`src/rtl/video_pkg.sv`:
```
// Shared definitions for the video pattern generator: pattern encodings,
// colour-bar table, run-state encoding and standard timing presets.
package video_pkg;

    typedef enum logic [2:0] {
        PAT_COLOUR_BAR = 3'd0,
        PAT_GRID       = 3'd1,
        PAT_GRAY_RAMP  = 3'd2,
        PAT_SOLID      = 3'd3,
        PAT_MOVING_BAR = 3'd4
    } pattern_e;

    typedef enum logic {
        ST_IDLE = 1'b0,
        ST_RUN  = 1'b1
    } run_state_e;

    // Entry 0 is the leftmost bar.
    localparam logic [7:0][23:0] BAR_COLOURS = {
        24'h000000, 24'h0000FF, 24'hFF0000, 24'hFF00FF,
        24'h00FF00, 24'h00FFFF, 24'hFFFF00, 24'hFFFFFF
    };

    localparam logic [23:0] MOVE_BAR_FG   = 24'hFFFFFF;
    localparam logic [23:0] MOVE_BAR_BG   = 24'h000080;
    localparam int          MOVE_BAR_W    = 16;
    localparam int          MOVE_BAR_STEP = 4;

    typedef struct packed {
        int h_active;
        int h_fp;
        int h_sync;
        int h_bp;
        int v_active;
        int v_fp;
        int v_sync;
        int v_bp;
    } timing_t;

    localparam timing_t TIMING_720P60  = '{1280, 110, 40, 220, 720, 5, 5, 20};
    localparam timing_t TIMING_1080P60 = '{1920, 88, 44, 148, 1080, 4, 5, 36};
    localparam timing_t TIMING_480P60  = '{640, 16, 96, 48, 480, 10, 2, 33};

endpackage

```
`src/rtl/video_timing_core.sv`:
```
// Raster counters with an IDLE/RUN controller; produces unregistered sync,
// data-enable and active position for the current counter state.
module video_timing_core
    import video_pkg::*;
#(
    parameter int H_ACTIVE = 1280,
    parameter int H_FP     = 110,
    parameter int H_SYNC   = 40,
    parameter int H_BP     = 220,
    parameter int V_ACTIVE = 720,
    parameter int V_FP     = 5,
    parameter int V_SYNC   = 5,
    parameter int V_BP     = 20,
    parameter bit HS_POL   = 1'b1,
    parameter bit VS_POL   = 1'b1,
    parameter int CW       = 13
) (
    input  logic          pixel_clk,
    input  logic          sys_rst,
    input  logic          enable,
    output logic          tm_hs,
    output logic          tm_vs,
    output logic          tm_de,
    output logic [CW-1:0] tm_x,
    output logic [CW-1:0] tm_y,
    output logic          tm_frame_start,
    output logic          tm_running
);

    localparam int H_TOTAL = H_SYNC + H_BP + H_ACTIVE + H_FP;
    localparam int V_TOTAL = V_SYNC + V_BP + V_ACTIVE + V_FP;

    localparam logic [CW-1:0] H_LAST     = CW'(H_TOTAL - 1);
    localparam logic [CW-1:0] V_LAST     = CW'(V_TOTAL - 1);
    localparam logic [CW-1:0] H_SYNC_END = CW'(H_SYNC);
    localparam logic [CW-1:0] V_SYNC_END = CW'(V_SYNC);
    localparam logic [CW-1:0] H_ACT_BEG  = CW'(H_SYNC + H_BP);
    localparam logic [CW-1:0] V_ACT_BEG  = CW'(V_SYNC + V_BP);
    localparam logic [CW-1:0] H_ACT_END  = CW'(H_SYNC + H_BP + H_ACTIVE);
    localparam logic [CW-1:0] V_ACT_END  = CW'(V_SYNC + V_BP + V_ACTIVE);

    run_state_e    state_reg, state_next;
    logic [CW-1:0] h_cnt_reg, v_cnt_reg;
    logic          line_end, frame_end, h_act, v_act;

    assign line_end  = (h_cnt_reg == H_LAST);
    assign frame_end = line_end && (v_cnt_reg == V_LAST);
    assign h_act     = (h_cnt_reg >= H_ACT_BEG) && (h_cnt_reg < H_ACT_END);
    assign v_act     = (v_cnt_reg >= V_ACT_BEG) && (v_cnt_reg < V_ACT_END);

    always_ff @(posedge pixel_clk or posedge sys_rst) begin
        if (sys_rst) begin
            state_reg <= ST_IDLE;
        end else begin
            state_reg <= state_next;
        end
    end

    // enable only matters at the idle point or the last cycle of a frame.
    always_comb begin
        state_next = state_reg;
        case (state_reg)
            ST_IDLE: if (enable) state_next = ST_RUN;
            ST_RUN:  if (frame_end && !enable) state_next = ST_IDLE;
            default: state_next = ST_IDLE;
        endcase
    end

    always_ff @(posedge pixel_clk or posedge sys_rst) begin
        if (sys_rst) begin
            h_cnt_reg <= '0;
            v_cnt_reg <= '0;
        end else if (state_reg != ST_RUN) begin
            h_cnt_reg <= '0;
            v_cnt_reg <= '0;
        end else if (line_end) begin
            h_cnt_reg <= '0;
            v_cnt_reg <= (v_cnt_reg == V_LAST) ? '0 : v_cnt_reg + CW'(1);
        end else begin
            h_cnt_reg <= h_cnt_reg + CW'(1);
        end
    end

    always_comb begin
        tm_hs          = ~HS_POL;
        tm_vs          = ~VS_POL;
        tm_de          = 1'b0;
        tm_x           = '0;
        tm_y           = '0;
        tm_frame_start = 1'b0;
        tm_running     = 1'b0;
        if (state_reg == ST_RUN) begin
            tm_hs          = (h_cnt_reg < H_SYNC_END) ? HS_POL : ~HS_POL;
            tm_vs          = (v_cnt_reg < V_SYNC_END) ? VS_POL : ~VS_POL;
            tm_de          = h_act && v_act;
            tm_frame_start = (h_cnt_reg == '0) && (v_cnt_reg == '0);
            tm_running     = 1'b1;
            if (h_act && v_act) begin
                tm_x = h_cnt_reg - H_ACT_BEG;
                tm_y = v_cnt_reg - V_ACT_BEG;
            end
        end
    end

endmodule

```
`src/rtl/video_pattern_gen.sv`:
```
// Programmable-timing test pattern source for a parallel RGB HDMI transmitter:
// timing core, per-frame pattern latch, pattern mux and aligned output registers.
module video_pattern_gen
    import video_pkg::*;
#(
    parameter int H_ACTIVE = TIMING_720P60.h_active,
    parameter int H_FP     = TIMING_720P60.h_fp,
    parameter int H_SYNC   = TIMING_720P60.h_sync,
    parameter int H_BP     = TIMING_720P60.h_bp,
    parameter int V_ACTIVE = TIMING_720P60.v_active,
    parameter int V_FP     = TIMING_720P60.v_fp,
    parameter int V_SYNC   = TIMING_720P60.v_sync,
    parameter int V_BP     = TIMING_720P60.v_bp,
    parameter bit HS_POL   = 1'b1,
    parameter bit VS_POL   = 1'b1,
    parameter int CW       = 13
) (
    input  logic          pixel_clk,
    input  logic          sys_rst,
    input  logic          enable,
    input  logic [2:0]    pattern_mode,
    input  logic [23:0]   solid_rgb,
    output logic          video_hs,
    output logic          video_vs,
    output logic          video_de,
    output logic [23:0]   video_rgb,
    output logic [CW-1:0] pixel_xpos,
    output logic [CW-1:0] pixel_ypos,
    output logic          frame_start,
    output logic          running
);

    logic          t_hs, t_vs, t_de, t_fs, t_run;
    logic [CW-1:0] t_x, t_y;

    video_timing_core #(
        .H_ACTIVE(H_ACTIVE), .H_FP(H_FP), .H_SYNC(H_SYNC), .H_BP(H_BP),
        .V_ACTIVE(V_ACTIVE), .V_FP(V_FP), .V_SYNC(V_SYNC), .V_BP(V_BP),
        .HS_POL(HS_POL), .VS_POL(VS_POL), .CW(CW)
    ) u_timing (
        .pixel_clk      (pixel_clk),
        .sys_rst        (sys_rst),
        .enable         (enable),
        .tm_hs          (t_hs),
        .tm_vs          (t_vs),
        .tm_de          (t_de),
        .tm_x           (t_x),
        .tm_y           (t_y),
        .tm_frame_start (t_fs),
        .tm_running     (t_run)
    );

    logic [2:0]    mode_reg;
    logic [23:0]   solid_reg;
    logic [7:0]    frame_cnt_reg;
    logic [CW-1:0] bar_x_reg, bar_x_sum, bar_x_step;
    logic          started_reg;

    // bar_x tracks (frame_cnt*4) mod H_ACTIVE incrementally; it restarts when frame_cnt wraps.
    assign bar_x_sum  = bar_x_reg + CW'(MOVE_BAR_STEP);
    assign bar_x_step = (bar_x_sum >= CW'(H_ACTIVE)) ? bar_x_sum - CW'(H_ACTIVE) : bar_x_sum;

    always_ff @(posedge pixel_clk or posedge sys_rst) begin
        if (sys_rst) begin
            mode_reg      <= '0;
            solid_reg     <= '0;
            frame_cnt_reg <= '0;
            bar_x_reg     <= '0;
            started_reg   <= 1'b0;
        end else if (t_fs) begin
            mode_reg  <= pattern_mode;
            solid_reg <= solid_rgb;
            if (started_reg) begin
                frame_cnt_reg <= frame_cnt_reg + 8'd1;
                bar_x_reg     <= (frame_cnt_reg == 8'hFF) ? '0 : bar_x_step;
            end else begin
                started_reg <= 1'b1;
            end
        end
    end

    // Bar boundaries: x*8/H_ACTIVE >= k  <=>  x >= ceil(k*H_ACTIVE/8).
    logic [7:1] bar_ge;
    logic [2:0] bar_idx;
    genvar gi;
    for (gi = 1; gi < 8; gi++) begin : g_bar_edge
        assign bar_ge[gi] = (t_x >= CW'((gi * H_ACTIVE + 7) / 8));
    end

    always_comb begin
        bar_idx = '0;
        for (int k = 1; k < 8; k++) begin
            if (bar_ge[k]) bar_idx = 3'(k);
        end
    end

    logic [CW-1:0] bar_dist;
    logic [23:0]   pix_rgb;

    assign bar_dist = t_x - bar_x_reg;

    always_comb begin
        pix_rgb = '0;
        case (pattern_e'(mode_reg))
            PAT_COLOUR_BAR: pix_rgb = BAR_COLOURS[bar_idx];
            PAT_GRID:       pix_rgb = (t_x[4:0] == 5'd0 || t_y[4:0] == 5'd0) ? 24'hFFFFFF : 24'h000000;
            PAT_GRAY_RAMP:  pix_rgb = {3{t_x[7:0]}};
            PAT_SOLID:      pix_rgb = solid_reg;
            PAT_MOVING_BAR: pix_rgb = (bar_dist < CW'(MOVE_BAR_W)) ? MOVE_BAR_FG : MOVE_BAR_BG;
            default:        pix_rgb = '0;
        endcase
    end

    always_ff @(posedge pixel_clk or posedge sys_rst) begin
        if (sys_rst) begin
            video_hs    <= ~HS_POL;
            video_vs    <= ~VS_POL;
            video_de    <= 1'b0;
            video_rgb   <= '0;
            pixel_xpos  <= '0;
            pixel_ypos  <= '0;
            frame_start <= 1'b0;
            running     <= 1'b0;
        end else begin
            video_hs    <= t_hs;
            video_vs    <= t_vs;
            video_de    <= t_de;
            video_rgb   <= t_de ? pix_rgb : 24'h000000;
            pixel_xpos  <= t_x;
            pixel_ypos  <= t_y;
            frame_start <= t_fs;
            running     <= t_run;
        end
    end

endmodule

```
`config.mk`:
```
export PLATFORM = sky130hd
export DESIGN_NAME = video_pattern_gen
export DESIGN_NICKNAME = d
export VERILOG_FILES = /design/src/rtl/video_pkg.sv /design/src/rtl/video_timing_core.sv /design/src/rtl/video_pattern_gen.sv
export SDC_FILE = /design/constraint.sdc
export NUM_CORES = 1
export LEC_CHECK = 0
export CAP_MARGIN = 20
export CORE_MARGIN = 3
export CORE_UTILIZATION = 46
export DETAILED_ROUTE_END_ITERATION = 6
export DONT_BUFFER_PORTS = 1
export SYNTH_ARGS = -nofsm -noshare
export SYNTH_HDL_FRONTEND = slang
export SYNTH_HIERARCHICAL = 1
export SYNTH_SLANG_ARGS = --single-unit
```
`constraint.sdc`:
```
create_clock -name pixel_clk -period 4.2 [get_ports pixel_clk]
set_input_delay 0.21 -clock pixel_clk [delete_from_list [all_inputs] [get_ports pixel_clk]]
set_output_delay 0.21 -clock pixel_clk [all_outputs]
set_load 0.005 [all_outputs]
```
## After elaboration in Yosys (flattened, before gate mapping)

Memory sizes are Yosys's and may differ from the RTL's.
Index checks and enable logic that the tools add are counted.
W data, S select, Z words.

- Add/sub/neg operators: 8
- Magnitude comparators: 16
- Equal/unequal tests: 8
- Muxes and demuxes: 33
- Bitwise logic cells: 1
- Reduce and logical (&&, ||, !) cells: 14

Operators with widths:

| operator | count |
|---|---|
| $mux W13 | 11 |
| $pmux W24 S5 | 1 |
| $mux W24 | 4 |
| $ge A13 B10 Y1 const B | 3 |
| $ge A13 B9 Y1 const B | 3 |
| $add A13 B1 Y13 const B | 2 |
| $ge A13 B11 Y1 const B | 2 |
| $logic_not A13 Y1 | 2 |
| $mux W3 | 6 |
| $add A13 B3 Y13 const B | 1 |
| $eq A13 B10 Y1 const B | 1 |
| $eq A13 B11 Y1 const B | 1 |
| $ge A13 B5 Y1 const B | 1 |
| $ge A13 B8 Y1 const B | 1 |
| $lt A13 B10 Y1 const B | 1 |
| $lt A13 B11 Y1 const B | 1 |
| $lt A13 B3 Y1 const B | 1 |
| $lt A13 B5 Y1 const B | 1 |
| $lt A13 B6 Y1 const B | 1 |
| $sub A13 B11 Y13 const B | 1 |
| $sub A13 B13 Y13 | 1 |
| $sub A13 B5 Y13 const B | 1 |
| $sub A13 B9 Y13 const B | 1 |
| $logic_not A5 Y1 | 2 |
| 15 further kinds | 30 |

- Register bits after elaboration: 131
- Bits in read-only memories: 192
- Input bits: 30
- Word-level logic and storage cells: 97
- Memories kept: 1

Memory list:

| memory | words | width | read ports | clocked after Yosys merged registers in | wr ports | RTL line | text |
|---|---|---|---|---|---|---|---|
| (name not given) | 8 | 24 | 1 | 0 | 0 | video_pattern_gen.sv:105 | `PAT_COLOUR_BAR: pix_rgb = BAR_COLOURS[bar_idx];` |

## Longest topological paths before layout

- Depth after elaboration: 17
- Mapped depth: 16

## Hierarchy

The synthesis kept the hierarchy.

By module, submodules not included:

| module | instances | cells each | area an instance (um^2) | sequential area each (um^2) |
|---|---|---|---|---|
| video_pattern_gen | 1 | 454 | 4813.4 | 2552.4 |
| video_timing_core | 1 | 278 | 2422.3 | 675.6 |

## Worst setup path before layout

No wires, ideal clock.

- Path type: register to register
- Start: reg u_timing.h_cnt_reg[6]
- End: reg video_rgb[3]
- Arrival time: 3739 ps
- Required time: 4056 ps
- Slack: 317 ps
- Stages on the path, launching flop included: 14
- Buffers on the path: 2
- Cell sequence: dfrtp_1 > buf_6 > or4_4 > o41ai_4 > o311ai_4 > nor4_1 > ha_1 > nand2_1 > o21ai_0 > o31ai_1 > a21oi_1 > o2111ai_2 > buf_2 > a31oi_1

- Cells in the longest elaborated chain, start to end: 17

RTL lines:

| what | RTL line | text |
|---|---|---|
| from (decl) | video_timing_core.sv:43 | `logic [CW-1:0] h_cnt_reg, v_cnt_reg;` |
| from (signal assigned) | video_timing_core.sv:80 | `h_cnt_reg <= h_cnt_reg + CW'(1);` |
| $ge A13 B9 Y1 or $lt A13 B11 Y1 (tied branches) | video_timing_core.sv:48 | `assign h_act = (h_cnt_reg >= H_ACT_BEG) && (h_cnt_reg < H_ACT_END);` |
| $logic_and A1 B1 Y1 | video_timing_core.sv:48 |  |
| $logic_and A1 B1 Y1 | video_timing_core.sv:98 | `if (h_act && v_act) begin` |
| $mux W13 * | video_timing_core.sv:98 |  |
| $mux W13 * | video_timing_core.sv:92 | `if (state_reg == ST_RUN) begin` |
| named net t_x[8] | video_pattern_gen.sv:34 | `logic [CW-1:0] t_x, t_y;` |
| $ge A13 B8 Y1 | video_pattern_gen.sv:87 | `assign bar_ge[gi] = (t_x >= CW'((gi * H_ACTIVE + 7) / 8));` |
| $mux W1 | video_pattern_gen.sv:93 | `if (bar_ge[k]) bar_idx = 3'(k);` |
| $mux W3 (6 in series) | video_pattern_gen.sv:93 |  |
| $mem_v2 Z8 W24 | -- |  |
| $mux W24 (not written as such) | video_pattern_gen.sv:105 |  |
| $pmux W24 S5 * | video_pattern_gen.sv:104 | `case (pattern_e'(mode_reg))` |
| $mux W24 * | video_pattern_gen.sv:128 | `video_rgb <= t_de ? pix_rgb : 24'h000000;` |
| to (signal assigned) | video_pattern_gen.sv:128 |  |
| to (decl) | video_pattern_gen.sv:26 | `output logic [23:0] video_rgb,` |

Mark *: on every way through the listed nets, which the timed path passes. The rest lies on a longest branch. The select of a mux whose other input is x is not followed.
A chain may end at the register's enable or synchronous reset.

## Final worst setup path

- Start: reg u_timing.h_cnt_reg[4]
- End: reg video_rgb[5]

Same word-level chain as after synthesis.

==> reports/metrics.yaml <==
wire_per_inst_um: 18.6
htree_levels: 4
drc: 0
path_delay_family: "compound AO/OA/AOI/OAI gates"
syn_area_um2: 7240
clock-sinks: 129
endpoint_kind: "flip-flop"
crit_path_start_kind: "flip-flop"
rrSetupSlack_ps: 250
slew_headroom: 0.337
synth_flop_cell: "dfrtp_1"
avgSynthCellArea_um2: 9.88
r2r_start: "u_timing/h_cnt_reg[4]"
p_clk_frac: 0.533
drt_first_iter_violations: 490
dp_slack_ps: 117
antenna_cells: 0
path_clk_slew_ps: 60
drv_cap: 0
root_buffer: "clkbuf_16"
reg2reg_depth: 13
setup_viol: 0
ys_ff_latch: 129
async_flop_share: 1.00
outcome: "finished, final reports clean"
critPathCapture: "video_rgb[5]"
swShare: 0.214
yosys.cell_types.count: 82
crit_chain: "or4_4 -> o41ai_4 -> o311ai_4 -> buf_4 -> nor3_2 -> ha_2 -> a21oi_2 -> o21ai_0 -> or2_2 -> a221o_1 -> o2111ai_2 -> buf_6 -> a31oi_1"
setup_ws_ps: 245
synth_fp_nets: 788
ir_drop_mv: 0.316
rr_endpoint: "video_rgb[5]"
crit_cells: 13
slowest_stage: "or4_4"
port_buffers: 0
hold_class: "in -> async"
cts_tree: "done"
num_rows: 45
grtUsageTotal: 0.215
rsz0062_at_grt: "no"
critPathKind: "reg -> reg"
antenna_found_initial: 0
crit_start: "u_timing/h_cnt_reg[4]"
clock_skew_ps: 6.66
ios: 85
dp_hpwl_mm: 12.8
fin_crit_sh: 0.942
die_w_um: 131
tightestPinTransition_ps: 995
pwr-share-comb: 0.035
grt_pass1_vias: 5620
die_h_um: 131
synth_edf_count: 0
finalHoldViolCount: 0
internal_power_w: 0.00231
grt_pass1_wl_mm: 29.8
vias_per_cell: 5.84
worstPathArrival_ps: 4220
overflow: 0
gp_congestion: 0.896
cpPeakStageDelay_ps: 590
yosysSeqAreaShare: 0.446
nets: 824
fin_crit_ps: 3950
drt-pass1-iter-count: 5
grt_max_degree: 60
seq_power_share: 0.433
netSwitchingPower_w: 0.000629
leakagePower_nw: 3.64
power_density_nw_per_um2: 344
clock.fmax_mhz: 253
clk_latency_ps: 420
cts_buffers: 17
cp.required_ps: 4460
dr_total_vias: 5783
path_buf_inv: 2
routed_wl_mm: 18.4
cp_max_fo: 23
die_area_um2: 17300
core_um2: 15300
synth-warning-count: 6
netlist_instances: 732
ant_nets: 0
initial_core_util: 0.472
final_layout_size_suffix_gt1_frac: 0.190
cts_buffer_depth: 2
finalSetupTns_ps: 0
report.final.slew_viol_count: 0
syn_to_final_growth_pct: 17.8
## cells in the mapped netlist (all sizes together) (12+ instances only)
library cell  number  area, um^2
a21oi             55         279
a31oi             12        75.1
buf               23         143
clkbuf            24        91.3
dfrtp            129        3230
ha                26         325
inv               28         105
mux2              28         315
nand2             54         205
nand2b            15         101
nand3             14        70.1
nand4             14        87.6
nor2              54         203
nor3              45         332
nor4              13        93.8
o21ai             29         149
xnor2             26         228
xor2              14         123
## power by group through the flow
stage          Sequential (W)  Clock (W)  Combinational, W
2_1_floorplan         0.00128          0         0.0000635
3_3_place_gp          0.00129          0         0.0000754
3_5_place_dp          0.00129          0         0.0000759
4_1_cts               0.00127    0.00159         0.0000995
5_1_grt               0.00127    0.00165          0.000114
6_report              0.00127    0.00156          0.000102
## cells in the final DEF (no fill, tap or decap), types with 11 or more instances in the layout
cell type      instances
inv_1                 27
a31oi_1               12
o21ai_0               27
dfrtp_1              128
mux2_2                28
dlygate4sd3_1         29
nand3_1               14
nand4_1               14
xor2_1                14
xnor2_1               26
o211ai_1              11
nand2b_1              14
nor2_1                54
nor3_2                19
buf_4                 32
clkbuf_16             17
a21oi_1               53
ha_1                  25
nor3_1                25
nand2_1               53
or3_1                 11
## timing repair
action                                  CTS  global route
hold endpoints to repair                113             0
setup buffers                             0             4
hold buffers                             29             0
endpoints found under the setup margin    0            23
resized for setup                         0             8
## how the worst min path moves through the flow
stage | to | slack (ps)
CTS | pixel_ypos[10] | 430
floorplan | u_timing/h_cnt_reg[0] | 260
global placement | pixel_ypos[12] | 240
global route | u_timing/h_cnt_reg[9] | 360
detailed placement | pixel_ypos[10] | 250
finish | u_timing/h_cnt_reg[4] | 330
## per-layer routing
| metal | vias to the layer above | track usage | wire length (um) |
|---|---|---|---|
| met2 | 167 | 0.338 | 8810 |
| met1 | 2848 | 0.285 | 8120 |
| met3 | 36 | 0.0459 | 824 |
| li1 | 2732 | - | - |
| met4 | 0 | 0.102 | 665 |
| met5 | - | 0 | 0 |
## worst register-to-register path, cell delays in order, from the launching register on
cell and delay, ps:
dfrtp_1 460, or4_4 600, o41ai_4 390, o311ai_4 210
buf_4 200, nor3_2 210, ha_2 350, a21oi_2 170
o21ai_0 130, or2_2 310, a221o_1 340, o2111ai_2 80
buf_6 230, a31oi_1 110
## area by class of cell
class | count | area [um^2]
well taps | 211 | 264
clock inverters | 13 | 185
repair buffers | 63 | 569
inverters | 28 | 108
flip-flops and latches | 129 | 3230
fillers | 1331 | 6790
clock buffers | 18 | 439
multi-input cells | 529 | 3730
## per-stage QoR
stage                     cells  cell area [um^2]  hold slack [ps]  power (W)  utilization
after floorplan             732              7240              263    0.00135            -
after global placement      925              7500              237    0.00137        0.490
after detailed placement    925              7500              253    0.00137        0.490
after CTS                   985              8420              429    0.00296        0.550
after global routing        991              8530              362    0.00304        0.557
final                       991              8530              326    0.00294        0.557
## cell families after synthesis
kind of cell | Yosys count | synth area share
AOI/OAI and AO/OA | 169 | 0.161
adders and majority gates | 27 | 0.0463
muxes | 30 | 0.0463
and+or+nand+nor | 262 | 0.205
DFF | 129 | 0.446
buffers and inverters | 75 | 0.0469
xor gates and xnor gates | 40 | 0.0484
No activity file was read; power rests on OpenSTA's default activity.
